File: config.mk
export PLATFORM = sky130hd
export DESIGN_NAME = fetch_unit_flat
export DESIGN_NICKNAME = d
export VERILOG_FILES = /design/src/rtl/riscv_pkg.sv /design/src/rtl/fetch_unit_if.sv /design/src/rtl/sync_fifo.sv /design/src/rtl/fetch_unit.sv /design/src/flat_wrapper.sv
export SDC_FILE = /design/constraint.sdc
export NUM_CORES = 1
export LEC_CHECK = 0
export CAP_MARGIN = 30
export CORE_ASPECT_RATIO = 1.25
export CORE_MARGIN = 2
export CORE_UTILIZATION = 45
export DETAILED_ROUTE_END_ITERATION = 10
export PLACE_DENSITY = 0.64
export SLEW_MARGIN = 20
export SYNTH_ARGS = -nofsm -noshare
export SYNTH_HDL_FRONTEND = slang
export SYNTH_SLANG_ARGS = --single-unit
File: constraint.sdc
create_clock -name clk -period 4.94 [get_ports clk]
set_input_delay 0.988 -clock clk [delete_from_list [all_inputs] [get_ports clk]]
set_output_delay 0.988 -clock clk [all_outputs]
set_load 0.01 [all_outputs]
File: src/rtl/riscv_pkg.sv
// riscv_pkg: core-wide constants shared by the RV32 pipeline blocks
package riscv_pkg;

    localparam int unsigned XLEN      = 32;
    localparam logic [31:0] RESET_PC  = 32'h0000_0000;
    localparam logic [31:0] INSTR_NOP = 32'h0000_0013;

endpackage

File: src/rtl/fetch_unit_if.sv
// fetch_unit_if: instruction-memory request/response and decode-side handshake
interface fetch_unit_if
    import riscv_pkg::*;
#(
    parameter int unsigned XLEN = riscv_pkg::XLEN
);

    logic            imem_req_o;
    logic [XLEN-1:0] imem_addr_o;
    logic            imem_gnt_i;
    logic            imem_rvalid_i;
    logic [XLEN-1:0] imem_rdata_i;
    logic            redirect_i;
    logic [XLEN-1:0] redirect_pc_i;
    logic            instr_valid_o;
    logic            instr_ready_i;
    logic [XLEN-1:0] instr_o;
    logic [XLEN-1:0] pc_o;
    logic [XLEN-1:0] pc_incr_o;

    // fetch unit side
    modport master (
        output imem_req_o, imem_addr_o, instr_valid_o, instr_o, pc_o, pc_incr_o,
        input  imem_gnt_i, imem_rvalid_i, imem_rdata_i, redirect_i, redirect_pc_i, instr_ready_i
    );

    // memory, branch-resolution and decode side
    modport slave (
        input  imem_req_o, imem_addr_o, instr_valid_o, instr_o, pc_o, pc_incr_o,
        output imem_gnt_i, imem_rvalid_i, imem_rdata_i, redirect_i, redirect_pc_i, instr_ready_i
    );

endinterface

File: src/rtl/sync_fifo.sv
// sync_fifo: power-of-two synchronous FIFO with flush; head is read straight from storage
module sync_fifo #(
    parameter int unsigned WIDTH = 32,
    parameter int unsigned DEPTH = 4
) (
    input  logic                       clk,
    input  logic                       rst,
    input  logic                       push,
    input  logic                       pop,
    input  logic                       flush,
    input  logic [WIDTH-1:0]           din,
    output logic [WIDTH-1:0]           dout,
    output logic [$clog2(DEPTH+1)-1:0] count
);

    localparam int unsigned AW = $clog2(DEPTH);
    localparam int unsigned CW = $clog2(DEPTH + 1);

    logic [WIDTH-1:0] mem [DEPTH];
    logic [AW-1:0]    wr_ptr, rd_ptr;
    logic             do_push, do_pop;

    assign do_pop  = pop && count != '0;
    assign do_push = push && count != CW'(DEPTH);
    assign dout    = mem[rd_ptr];

    // storage and pointers; flush empties the queue but keeps stale data in place
    always_ff @(posedge clk) begin
        if (rst) begin
            for (int i = 0; i < int'(DEPTH); i++) mem[i] <= '0;
            wr_ptr <= '0;
            rd_ptr <= '0;
            count  <= '0;
        end else if (flush) begin
            wr_ptr <= '0;
            rd_ptr <= '0;
            count  <= '0;
        end else begin
            if (do_push) mem[wr_ptr] <= din;
            wr_ptr <= wr_ptr + AW'(do_push);
            rd_ptr <= rd_ptr + AW'(do_pop);
            count  <= count + CW'(do_push) - CW'(do_pop);
        end
    end

endmodule

File: src/rtl/fetch_unit.sv
// fetch_unit: PC generator, pipelined imem request/grant and prefetch FIFO with redirect flush
module fetch_unit
    import riscv_pkg::*;
#(
    parameter int unsigned     XLEN     = riscv_pkg::XLEN,
    parameter int unsigned     DEPTH    = 4,
    parameter logic [XLEN-1:0] RESET_PC = riscv_pkg::RESET_PC
) (
    input logic          clk,
    input logic          rst,
    fetch_unit_if.master bus
);

    localparam int unsigned CW = $clog2(DEPTH + 1);

    logic [XLEN-1:0]   pc, tag;
    logic [2*XLEN-1:0] head;
    logic [CW-1:0]     outstanding, drop_cnt, tag_count, fifo_count;
    logic              grant, accept, pop;

    // only issue when every in-flight response is guaranteed a FIFO slot
    assign bus.imem_req_o = !rst && !bus.redirect_i && drop_cnt == '0 &&
                            {1'b0, fifo_count} + {1'b0, outstanding} < (CW + 1)'(DEPTH);
    assign grant  = bus.imem_req_o && bus.imem_gnt_i;
    assign accept = bus.imem_rvalid_i && drop_cnt == '0 && !bus.redirect_i && tag_count != '0;
    assign pop    = bus.instr_valid_o && bus.instr_ready_i && !bus.redirect_i;

    assign bus.imem_addr_o   = pc;
    assign bus.instr_valid_o = fifo_count != '0;
    assign bus.instr_o       = head[XLEN-1:0];
    assign bus.pc_o          = head[2*XLEN-1:XLEN];
    assign bus.pc_incr_o     = head[2*XLEN-1:XLEN] + XLEN'(4);

    // fetch address, in-flight count and stale-response discard counter
    always_ff @(posedge clk) begin
        if (rst) begin
            pc          <= RESET_PC;
            outstanding <= '0;
            drop_cnt    <= '0;
        end else begin
            outstanding <= outstanding + CW'(grant) - CW'(bus.imem_rvalid_i);
            if (bus.redirect_i) begin
                pc       <= {bus.redirect_pc_i[XLEN-1:2], 2'b00};
                drop_cnt <= outstanding - CW'(bus.imem_rvalid_i);
            end else begin
                if (grant) pc <= pc + XLEN'(4);
                if (bus.imem_rvalid_i && drop_cnt != '0) drop_cnt <= drop_cnt - CW'(1);
            end
        end
    end

    sync_fifo #(.WIDTH(XLEN), .DEPTH(DEPTH)) u_tag_q (
        .clk   (clk),
        .rst   (rst),
        .push  (grant),
        .pop   (accept),
        .flush (bus.redirect_i),
        .din   (pc),
        .dout  (tag),
        .count (tag_count)
    );

    sync_fifo #(.WIDTH(2 * XLEN), .DEPTH(DEPTH)) u_prefetch (
        .clk   (clk),
        .rst   (rst),
        .push  (accept),
        .pop   (pop),
        .flush (bus.redirect_i),
        .din   ({tag, bus.imem_rdata_i}),
        .dout  (head),
        .count (fifo_count)
    );

endmodule

File: src/flat_wrapper.sv
// flat-port wrapper written by rule: the top's interface ports become plain ports
module fetch_unit_flat import riscv_pkg::*;
#(
    parameter int unsigned     XLEN     = riscv_pkg::XLEN,
    parameter int unsigned     DEPTH    = 4,
    parameter logic [XLEN-1:0] RESET_PC = riscv_pkg::RESET_PC
)
  (clk, rst, bus_imem_req_o, bus_imem_addr_o, bus_instr_valid_o, bus_instr_o, bus_pc_o, bus_pc_incr_o, bus_imem_gnt_i, bus_imem_rvalid_i, bus_imem_rdata_i, bus_redirect_i, bus_redirect_pc_i, bus_instr_ready_i);
  fetch_unit_if #(.XLEN(XLEN)) bus_i ();
  input logic clk;
  input logic rst;
  output wire logic [$bits(bus_i.imem_req_o)-1:0] bus_imem_req_o;
  output wire logic [$bits(bus_i.imem_addr_o)-1:0] bus_imem_addr_o;
  output wire logic [$bits(bus_i.instr_valid_o)-1:0] bus_instr_valid_o;
  output wire logic [$bits(bus_i.instr_o)-1:0] bus_instr_o;
  output wire logic [$bits(bus_i.pc_o)-1:0] bus_pc_o;
  output wire logic [$bits(bus_i.pc_incr_o)-1:0] bus_pc_incr_o;
  input wire logic [$bits(bus_i.imem_gnt_i)-1:0] bus_imem_gnt_i;
  input wire logic [$bits(bus_i.imem_rvalid_i)-1:0] bus_imem_rvalid_i;
  input wire logic [$bits(bus_i.imem_rdata_i)-1:0] bus_imem_rdata_i;
  input wire logic [$bits(bus_i.redirect_i)-1:0] bus_redirect_i;
  input wire logic [$bits(bus_i.redirect_pc_i)-1:0] bus_redirect_pc_i;
  input wire logic [$bits(bus_i.instr_ready_i)-1:0] bus_instr_ready_i;
  assign bus_imem_req_o = bus_i.imem_req_o;
  assign bus_imem_addr_o = bus_i.imem_addr_o;
  assign bus_instr_valid_o = bus_i.instr_valid_o;
  assign bus_instr_o = bus_i.instr_o;
  assign bus_pc_o = bus_i.pc_o;
  assign bus_pc_incr_o = bus_i.pc_incr_o;
  assign bus_i.imem_gnt_i = bus_imem_gnt_i;
  assign bus_i.imem_rvalid_i = bus_imem_rvalid_i;
  assign bus_i.imem_rdata_i = bus_imem_rdata_i;
  assign bus_i.redirect_i = bus_redirect_i;
  assign bus_i.redirect_pc_i = bus_redirect_pc_i;
  assign bus_i.instr_ready_i = bus_instr_ready_i;
  fetch_unit #(.XLEN(XLEN), .DEPTH(DEPTH), .RESET_PC(RESET_PC)) u_core (.clk(clk), .rst(rst), .bus(bus_i));
endmodule
* Yosys cells after proc, flatten, opt, wreduce, memory -nomap -nowiden
Memories as Yosys holds them, arrays and structs flattened. A register that Yosys moved wholly into a read port is not among the register bits.
Index checks and enable logic that the tools add are counted.
Widths: inputs -> output; s select.
** Operators by class
- $add $sub $neg :: 15
- $lt $le $gt $ge :: 1
- Equality and inequality tests :: 2
- Multiplexer cells :: 22
- Reductions and logical operators :: 25
** Operator list (number)
- $mux 32 :: 3
- $add 32x3->32 const B :: 2
- $mux 64 :: 1
- $reduce_or 64->1 :: 1
- $reduce_or 32->1 :: 1
- $logic_and 1x1->1 :: 14
- $mux 1 :: 12
- $sub 3x1->3 :: 4
- $add 3x1->3 :: 3
- $reduce_bool 3->1 :: 3
- $add 2x1->2 :: 4
- $mux 2 :: 4
- $mux 3 :: 2
- $ne 3x3->1 const B :: 2
- $add 3x3->4 :: 1
- $lt 4x3->1 const B :: 1
- $reduce_bool 2->1 :: 2
- $logic_not 3->1 :: 1
- $sub 3x1->3 const B :: 1
- $logic_not 1->1 :: 2
- $reduce_or 2->1 :: 1
** Word-level totals
- Register bits after elaboration :: 52
- RAM bits :: 384
- Output and inout bits :: 130
- Logic and storage cells :: 77
- Memories kept :: 2
** Memories
- u_core.u_prefetch.mem :: words 4, bits a word 64, read ports 1, clocked after Yosys merged registers in 1, wr ports 4, line sync_fifo.sv:19 : logic [WIDTH-1:0] mem [DEPTH];
- u_core.u_tag_q.mem :: words 4, bits a word 32, read ports 1, clocked after Yosys merged registers in 1, wr ports 4, line sync_fifo.sv:19

* Longest topological paths before layout
Gate-level depths: netlist of the first run.
- Word-level depth :: 12
- Mapped depth :: 13

* Cells and area by module
A second synthesis of the first run with hierarchy kept.
** Unflattened totals
- Cell total of the unflattened synthesis :: 1385
- Area total of the unflattened synthesis :: 20235.7 sq um
** Modules (own cells, without submodules)
- sync_fifo at u_core.u_prefetch :: times used 1, cells an instance 658, area each 11486.0 sq um
- sync_fifo at u_core.u_tag_q :: times used 1, cells an instance 367, area each 5990.7 sq um
- fetch_unit :: times used 1, cells an instance 360, area each 2758.9 sq um

* Least setup slack after synthesis of the first run
Ideal clock, no wire load.
- Kind :: input-to-reg
- Start point :: in rst
- End point :: mem u_core.u_tag_q.mem[6][10], in the netlist u_core.u_tag_q.mem[3][10] (enable)
- Library setup time :: 0.427 ns
- Data arrival time :: 3.667 ns
- Required time :: 4.513 ns
- Path slack :: 0.846 ns
- Cell stages on the path :: 7
- Cells stage by stage :: buf_2 -> nor4b_4 -> nand4_2 -> inv_2 -> clkbuf_1 -> nand3_1 -> a21oi_1
** RTL lines
- start: declaration :: line flat_wrapper.sv:11 : input logic rst;
- end: declaration :: line sync_fifo.sv:19

==> metrics.txt, run 1 <==
commonest non-fill, non-tap cell in the layout=edfxtp_1; post-synthesis register bit count=418; global-route wire length before repair=between 60,000 and 70,000 microns; vertical extent of the die=236 microns; final-report hold violation count=0; worst reg2reg startpoint=u_core.u_prefetch.count[2]$_SDFF_PP0_; post-route total power=~7.7 mW; total detailed-routing wirelength=44,900 microns; Cells after DPL=around 2,000; Post-DP Area=21,900 sq um; required arrival time at the worst endpoint=slightly below 4 ns; DRC Markers=0; number of filler cells placed in the layout=about 3,500; kind of critical path=reg2out; initial antenna violation count=0; leakage power total=8.46 nW; CORE AREA=around 43,000 sq um; number of max-cap violations=0; final worst path period need=4.70 ns; Ys Warns=0; initial standard-cell utilization of the core=a little under half; remaining antenna violation count=0; startpoint of the most critical setup path=u_core.u_prefetch.rd_ptr[1]$_SDFF_PP0_; vias in the first global route=between 10,000 and 15,000; Worst-Margin Slew=approximately 0.94 ns; maximum achievable frequency=0.213 GHz; worst slew margin relative to its limit=37.0%; Final nets=between 1,500 and 2,000; DRC marker count from the first detailed-route iteration=770; row cnt=85; I/O pins=200; routed via count=around 12,000; Clk pin slew, worst setup/hold paths=approximately 0.06 ns; outcome=finished clean; Multi-input gate area=slightly below 7000 sq um; hold-fix buffer count after cts=0; post-synthesis cell type count=66; Sinks on Clock Net=about 420; number of iterations in the first detailed-routing pass=5; number of H-tree branching levels=2; netlist area before placement=roughly 19,000 sq um; maximum number of pins on one net before global-route repair=67; crit end category=primary output; final non-filler cell total=between 2,000 and 2,500; average vias per placed instance=roughly 5.5; register-to-register path setup slack=around 1.8 ns; source-to-sink clock delay at the later pin of the worst-skew pair=0.55 ns; top flip-flop cell by instance count after synthesis=edfxtp_1; post-cts sizing count=0; top cell type's share of synthesized area=56.8%; crit path max fanout=24; Async S/R FF share, synth=0%; portion of the clock cycle consumed by the worst path in the final layout=a little over nine tenths; buffer cell driving the clock tree root=clkbuf_16; final slew viol count=0; top cell type by total area after synthesis=edfxtp_1; post-CTS setup-driven buffer insertion count=0; gp weighted congestion=0.783; number of enable-type register cells in the synthesized netlist=about 370; RSZ-0062 raised after global routing=false; last element of the critical path=bus_pc_incr_o[31]; Hold Path Class=reg2reg; number of setup violations in the final report=0; total grt overflow=0; antenna diode instance count=0; power density cells=roughly 330 nW/um^2; Synth area leaders=edfxtp_1 (57%), mux4_2 (9.6%), and2_1 (9.1%); Storage cell area=12,100 sq um; TritonCTS Buffers=43; r2r endpoint=u_core.u_tag_q.mem[2][26]$_SDFFCE_PN0P_; area of all placed cells without fillers=about 23,000 sq um; # port buffers=roughly 190; area of the die=roughly 45,000 sq um; Max Root-Sink Buffers=3; Max rail drop VDD=0.225 mV; worst reg-to-reg path cell count=7; chip width=between 150 and 200 microns; worst slack after detailed placement=a little under 0.7 ns; average wire length per cell after detail routing=roughly 21 microns; Worst setup SP type=flip-flop; most used cells in the layout excluding fill and tap cells=edfxtp_1 (368), and2_1 (284), clkdlybuf4s50_1 (190); clock tree skew after final layout=~0.02 ns; TritonCTS clock tree=built; crit path setup slack, layout=around 0.24 ns; Worst Path Arrival=around 3.7 ns; HPWL after DPL=between 20,000 and 30,000 microns; synthesized instance count=about 1,400; Synth Area per Inst=14.4 sq um; Area Overhead vs Synth=19.2%; GRT Overall Usage=about a fifth; layout cell share with drive strength beyond 1=about an eighth; Seq/Total Area, Yosys=a little over 60%; sum of negative setup slack=0 ns
-- synthesized netlist by cell type, types with 9 or more instances --
cell,count
dfxtp_1,50
xnor2_1,39
edfxtp_1,368
and2_1,284
inv_1,22
buf_4,10
a31oi_1,15
nand2_1,34
a21oi_1,22
nand3_1,28
nor4_1,10
and3_1,96
mux4_1,9
and4_1,9
xor2_1,9
mux4_2,83
buf_2,14
nor2_1,41
clkbuf_1,64
o21ai_0,13
ha_1,16
nand4_1,19
-- cell type report --
cell class	instances	area share [%]
Sequential cell	418	52.0
Multi-Input combinational cell	816	29.6
Timing Repair Buffer	217	9.33
Clock buffer	58	4.97
Tap cell	565	3.05
Clock inverter	17	0.647
Inverter	23	0.372
-- worst min-delay path by stage --
stage	slack, ns	startpoint	to	depth (start not counted)
floorplan	0.53	u_core.u_tag_q.count[1]$_SDFF_PP0_	u_core.u_tag_q.count[2]$_SDFF_PP0_	2
CTS	0.57	u_core.u_tag_q.count[1]$_SDFF_PP0_	u_core.u_tag_q.count[2]$_SDFF_PP0_	2
global route	0.61	u_core.bus.imem_addr_o[16]$_SDFFE_PP0P_	u_core.bus.imem_addr_o[16]$_SDFFE_PP0P_	2
global placement	0.56	u_core.outstanding[2]$_SDFF_PP0_	u_core.outstanding[2]$_SDFF_PP0_	2
finish	0.57	u_core.u_tag_q.count[1]$_SDFF_PP0_	u_core.u_tag_q.count[2]$_SDFF_PP0_	2
detailed placement	0.56	u_core.u_tag_q.count[1]$_SDFF_PP0_	u_core.u_tag_q.count[2]$_SDFF_PP0_	2
-- power by group --
part / total (mW) / internal (mW) / switching (mW) / leakage, nW
logic: 0.543 / 0.249 / 0.295 / 3.62
clock network: 3.07 / 1.74 / 1.32 / 0.634
registers: 4.06 / 3.98 / 0.0803 / 4.21
-- registers in the layout, indices dropped and copies added (netlist names) --
name	cells
u_core.u_prefetch.mem	248
u_core.u_tag_q.mem	120
u_core.bus.imem_addr_o	30
u_core.drop_cnt	3
u_core.outstanding	3
u_core.u_prefetch.count	3
u_core.u_tag_q.count	3
u_core.u_prefetch.rd_ptr	2
u_core.u_prefetch.wr_ptr	2
u_core.u_tag_q.rd_ptr	2
u_core.u_tag_q.wr_ptr	2
-- worst max-delay path, cell delays in order, from the launching register on --
cell	delay (ns)
dfxtp_2	0.80
buf_4	0.49
mux4_1	0.43
and4_1	0.29
nand4_1	0.17
nor4_2	0.23
xor2_1	0.19
clkdlybuf4s50_1	0.56
-- cells by family after synthesis --
family	count (synthesis)	share of synthesized area [%]
AO/OA/AOI/OAI	77	2.54
adder cells (fa/ha/maj)	19	1.34
other	1	0.0193
XOR/XNOR	48	2.16
flip-flops	418	61.9
buffers and inverters	126	2.99
multiplexers	93	10.9
AND/OR/NAND/NOR	573	18.1
-- stage by stage --
step | utilization (%) | hold slack (ns)
after detailed placement | 51.1 | 0.556
after global routing | 54.1 | 0.608
final | 54.1 | 0.566
after global placement | 51.1 | 0.565
after floorplan | - | 0.528
after CTS | 54.1 | 0.568
-- metal layers --
| layer | up-vias | wire length [microns] | GRT usage (%) |
|---|---|---|---|
| met5 | - | 0 | 0 |
| met4 | 0 | 743 | 4.91 |
| met3 | 57 | 2390 | 2.67 |
| met2 | 345 | 22500 | 34.6 |
| met1 | 5902 | 19300 | 26.7 |
| li1 | 5387 | - | - |
No activity file was read; power rests on OpenSTA's default activity.
==> run 2: changes to the inputs <==
ABC_AREA = 1   (was default)
CTS_CLUSTER_SIZE = 16   (was default)
PLACE_DENSITY = 0.63   (was 0.64)
==> run 2 against run 1 <==
Effect of this change:
- clock skew shrank 0.0014 ns
- routed wire length up 21%
- utilization shrank 0.32 points
- clock power decreased by 2%
- setup slack improved by 0.018 ns
- register-to-register slack better by 0.31 ns
- die area rose by 6.1%
- worst hold slack got worse by 0.082 ns
- global-route usage up 2.8 points
- via count increased by 39%
- critical path type unchanged
- critical endpoint is now bus_pc_incr_o[14]
==> metrics.txt, run 2 <==
final-report hold violation count=0; Clk pin slew, worst setup/hold paths=about 0.06 ns; total detailed-routing wirelength=roughly 54,000 microns; Sw Pwr=between 1.5 and 2 mW; hold_sp=u_core.u_tag_q.wr_ptr[1]$_SDFF_PP0_; post-route total power=7.67 mW; routed via count=16,200; r2r endpoint=u_core.u_prefetch.mem[0][36]$_SDFFCE_PN0P_; vias in the first global route=~16,000; most used cells in the layout excluding fill and tap cells=nand2_1 (549), nor2_1 (521), edfxtp_1 (368); global-route wire length before repair=85,100 microns; outcome=finished clean; area of the die=between 40,000 and 50,000 sq um; maximum achievable frequency=about 0.21 GHz; power density cells=between 300 and 400 nW/um^2; average wire length per cell after detail routing=17.6 microns; final worst path period need=around 4.7 ns; clock tree skew after final layout=0.0186 ns; maximum number of pins on one net before global-route repair=73; number of iterations in the first detailed-routing pass=5; crit end category=primary output; leakage power total=9.55 nW; source-to-sink clock delay at the later pin of the worst-skew pair=between 0.5 and 0.6 ns; Async S/R FF share, synth=0%; commonest non-fill, non-tap cell in the layout=nand2_1; top-count cell post-synth=nand2_1; remaining antenna violation count=0; post-CTS setup-driven buffer insertion count=0; Worst Path Arrival=about 3.7 ns; Worst setup SP type=flip-flop; I/O pins=200; internal power contribution=between 5 and 6 mW; kind of critical path=reg2out; TritonCTS clock tree=built; Max Root-Sink Buffers=3; post-synthesis register bit count=418; layout cell share with drive strength beyond 1=under 10%; required arrival time at the worst endpoint=slightly below 4 ns; Final nets=between 2,000 and 3,000; worst reg2reg startpoint=u_core.u_tag_q.rd_ptr[1]$_SDFF_PP0_; TritonCTS Buffers=43; top cells by instance count after synthesis=nand2_1 (552), nor2_1 (521), edfxtp_1 (368), inv_1 (202), o21ai_0 (120); Worst-Margin Slew=0.878 ns; Post-DP Area=23,000 sq um; switching power share of the total=between 20% and 30%; post-synthesis cell type count=40; Seq/Total Area, Yosys=about 60%; total grt overflow=0; Ys Warns=0; max reg flops=248; gp weighted congestion=about 0.9; HPWL after DPL=33,900 microns; share of power burned in the clock network=just under 40%; top cell type by total area after synthesis=edfxtp_1; portion of the clock cycle consumed by the worst path in the final layout=roughly 95%; average vias per placed instance=about 5.3; buffer cell driving the clock tree root=clkbuf_16; initial standard-cell utilization of the core=45.7%; vertical extent of the die=between 200 and 250 microns; Reg power frac=52.7%; number of H-tree branching levels=2; GRT Overall Usage=between 20% and 30%; crit path max fanout=between 40 and 50; Largest Register=u_core.u_prefetch.mem; area of all placed cells without fillers=24,300 sq um; worst slew margin relative to its limit=41.4%; top flip-flop cell by instance count after synthesis=edfxtp_1; Sinks on Clock Net=between 400 and 500; sum of negative setup slack=0 ns; worst reg-to-reg path cell count=5; row cnt=just under 90; part of the total power dissipated in combinational logic=approximately 8%; synthesized instance count=approximately 2,300; top cell type's share of synthesized area=53.5%; Area Overhead vs Synth=17.6%; Synth Area per Inst=approximately 9 sq um; Hold Path End=u_core.u_tag_q.wr_ptr[1]$_SDFF_PP0_; # port buffers=about 190; number of max-cap violations=0; CORE AREA=~45,000 sq um; Max rail drop VDD=between 0.2 and 0.3 mV; register-to-register path setup slack=2.10 ns; chip width=a little under 200 microns; DRC marker count from the first detailed-route iteration=between 1,000 and 1,500; DRC Markers=0; final slew viol count=0; number of filler cells placed in the layout=about 4,100; initial antenna violation count=0; antenna diode instance count=0; number of setup violations in the final report=0; netlist area before placement=20,700 sq um; hold-fix buffer count after cts=0; RSZ-0062 raised after global routing=false; Synth area leaders=edfxtp_1 (53%), nand2_1 (10%), nor2_1 (9.5%); number of enable-type register cells in the synthesized netlist=368; number of cells on the worst hold path=2; Hold Path Class=reg2reg
## run 2: routing by layer
| layer | up-vias | global-route usage [%] | wire length (microns) |
|---|---|---|---|
| met5 | - | 0 | 0 |
| met4 | 0 | 8.42 | 1790 |
| met3 | 109 | 3.25 | 3120 |
| met2 | 514 | 40.1 | 27000 |
| met1 | 7692 | 28.5 | 22300 |
| li1 | 7897 | - | - |
## run 2: cell type report
type | instances | area, sq um | area share, %
Multi-Input combinational cell | 1571 | 7230 | 29.7
Clock buffer | 60 | 1180 | 4.86
Clock inverter | 18 | 104 | 0.427
Inverter | 211 | 796 | 3.27
Sequential cell | 418 | 12100 | 49.6
Tap cell | 578 | 723 | 2.98
Timing Repair Buffer | 226 | 2210 | 9.11
## run 2: worst max path at each step
stage,start,to,cells past startpoint
final,u_core.u_prefetch.rd_ptr[0]$_SDFF_PP0_,bus_pc_incr_o[14],13
after global routing,u_core.u_prefetch.rd_ptr[0]$_SDFF_PP0_,bus_pc_incr_o[18],14
after CTS,u_core.u_prefetch.rd_ptr[0]$_SDFF_PP0_,bus_pc_incr_o[14],12
after detailed placement,u_core.u_prefetch.rd_ptr[0]$_SDFF_PP0_,bus_pc_incr_o[14],12
after global placement,u_core.u_prefetch.rd_ptr[0]$_SDFF_PP0_,bus_pc_incr_o[30],13
after floorplan,bus_redirect_i,u_core.u_prefetch.mem[3][0]$_DFFE_PP_,6
## run 2: logic make-up (layout without fill, tap and decap cells)
logic type | after synthesis | in the layout | synth area share [%]
AND/OR/NAND/NOR | 1269 | 1269 | 25.3
flip-flops | 418 | 418 | 58.3
buffers and inverters | 336 | 515 | 6.89
AO/OA/AOI/OAI | 240 | 240 | 6.58
XOR/XNOR | 37 | 37 | 1.57
adder cells (fa/ha/maj) | 19 | 19 | 1.26
other | 1 | 6 | 0.0182
## run 2: what timing repair did
action                                  4_1_cts  5_1_grt
hold endpoints to repair                      0        0
endpoints found under the setup margin        0        8
resized for setup                             0        6
## run 2: stage by stage
step           setup WS (ns)  hold slack, ns  utilization, %  cells
6_report               0.262           0.484            53.8   3082
5_1_grt               0.0378           0.494            53.8   3082
4_1_cts               0.0985           0.486            53.8   3082
3_5_place_dp           0.709           0.476            50.9   3004
3_3_place_gp           0.723           0.471            50.9   3004
2_1_floorplan         0.0928           0.456               -   2325
## run 2: power by group through the flow
| stage | Sequential (mW) | Combinational (mW) | Clock (mW) |
|---|---|---|---|
| global route | 4.06 | 0.681 | 3.19 |
| CTS | 4.05 | 0.624 | 3.06 |
| finish | 4.05 | 0.618 | 3.01 |
| detailed placement | 4.12 | 0.621 | 0 |
| floorplan | 4.12 | 0.332 | 0 |
| global placement | 4.12 | 0.612 | 0 |
## run 2: critical path: stages, from the launching register on
cell and delay [ns]:
dfxtp_4 0.41, clkinv_2 0.10, buf_8 0.29, nand2_1 0.10
nand3_1 0.08, nand2_1 0.16, inv_1 0.14, ha_1 0.30
nand3_1 0.22, nor2_2 0.23, nand3_1 0.11, nor2_2 0.24
xor2_1 0.17, clkdlybuf4s50_1 0.56
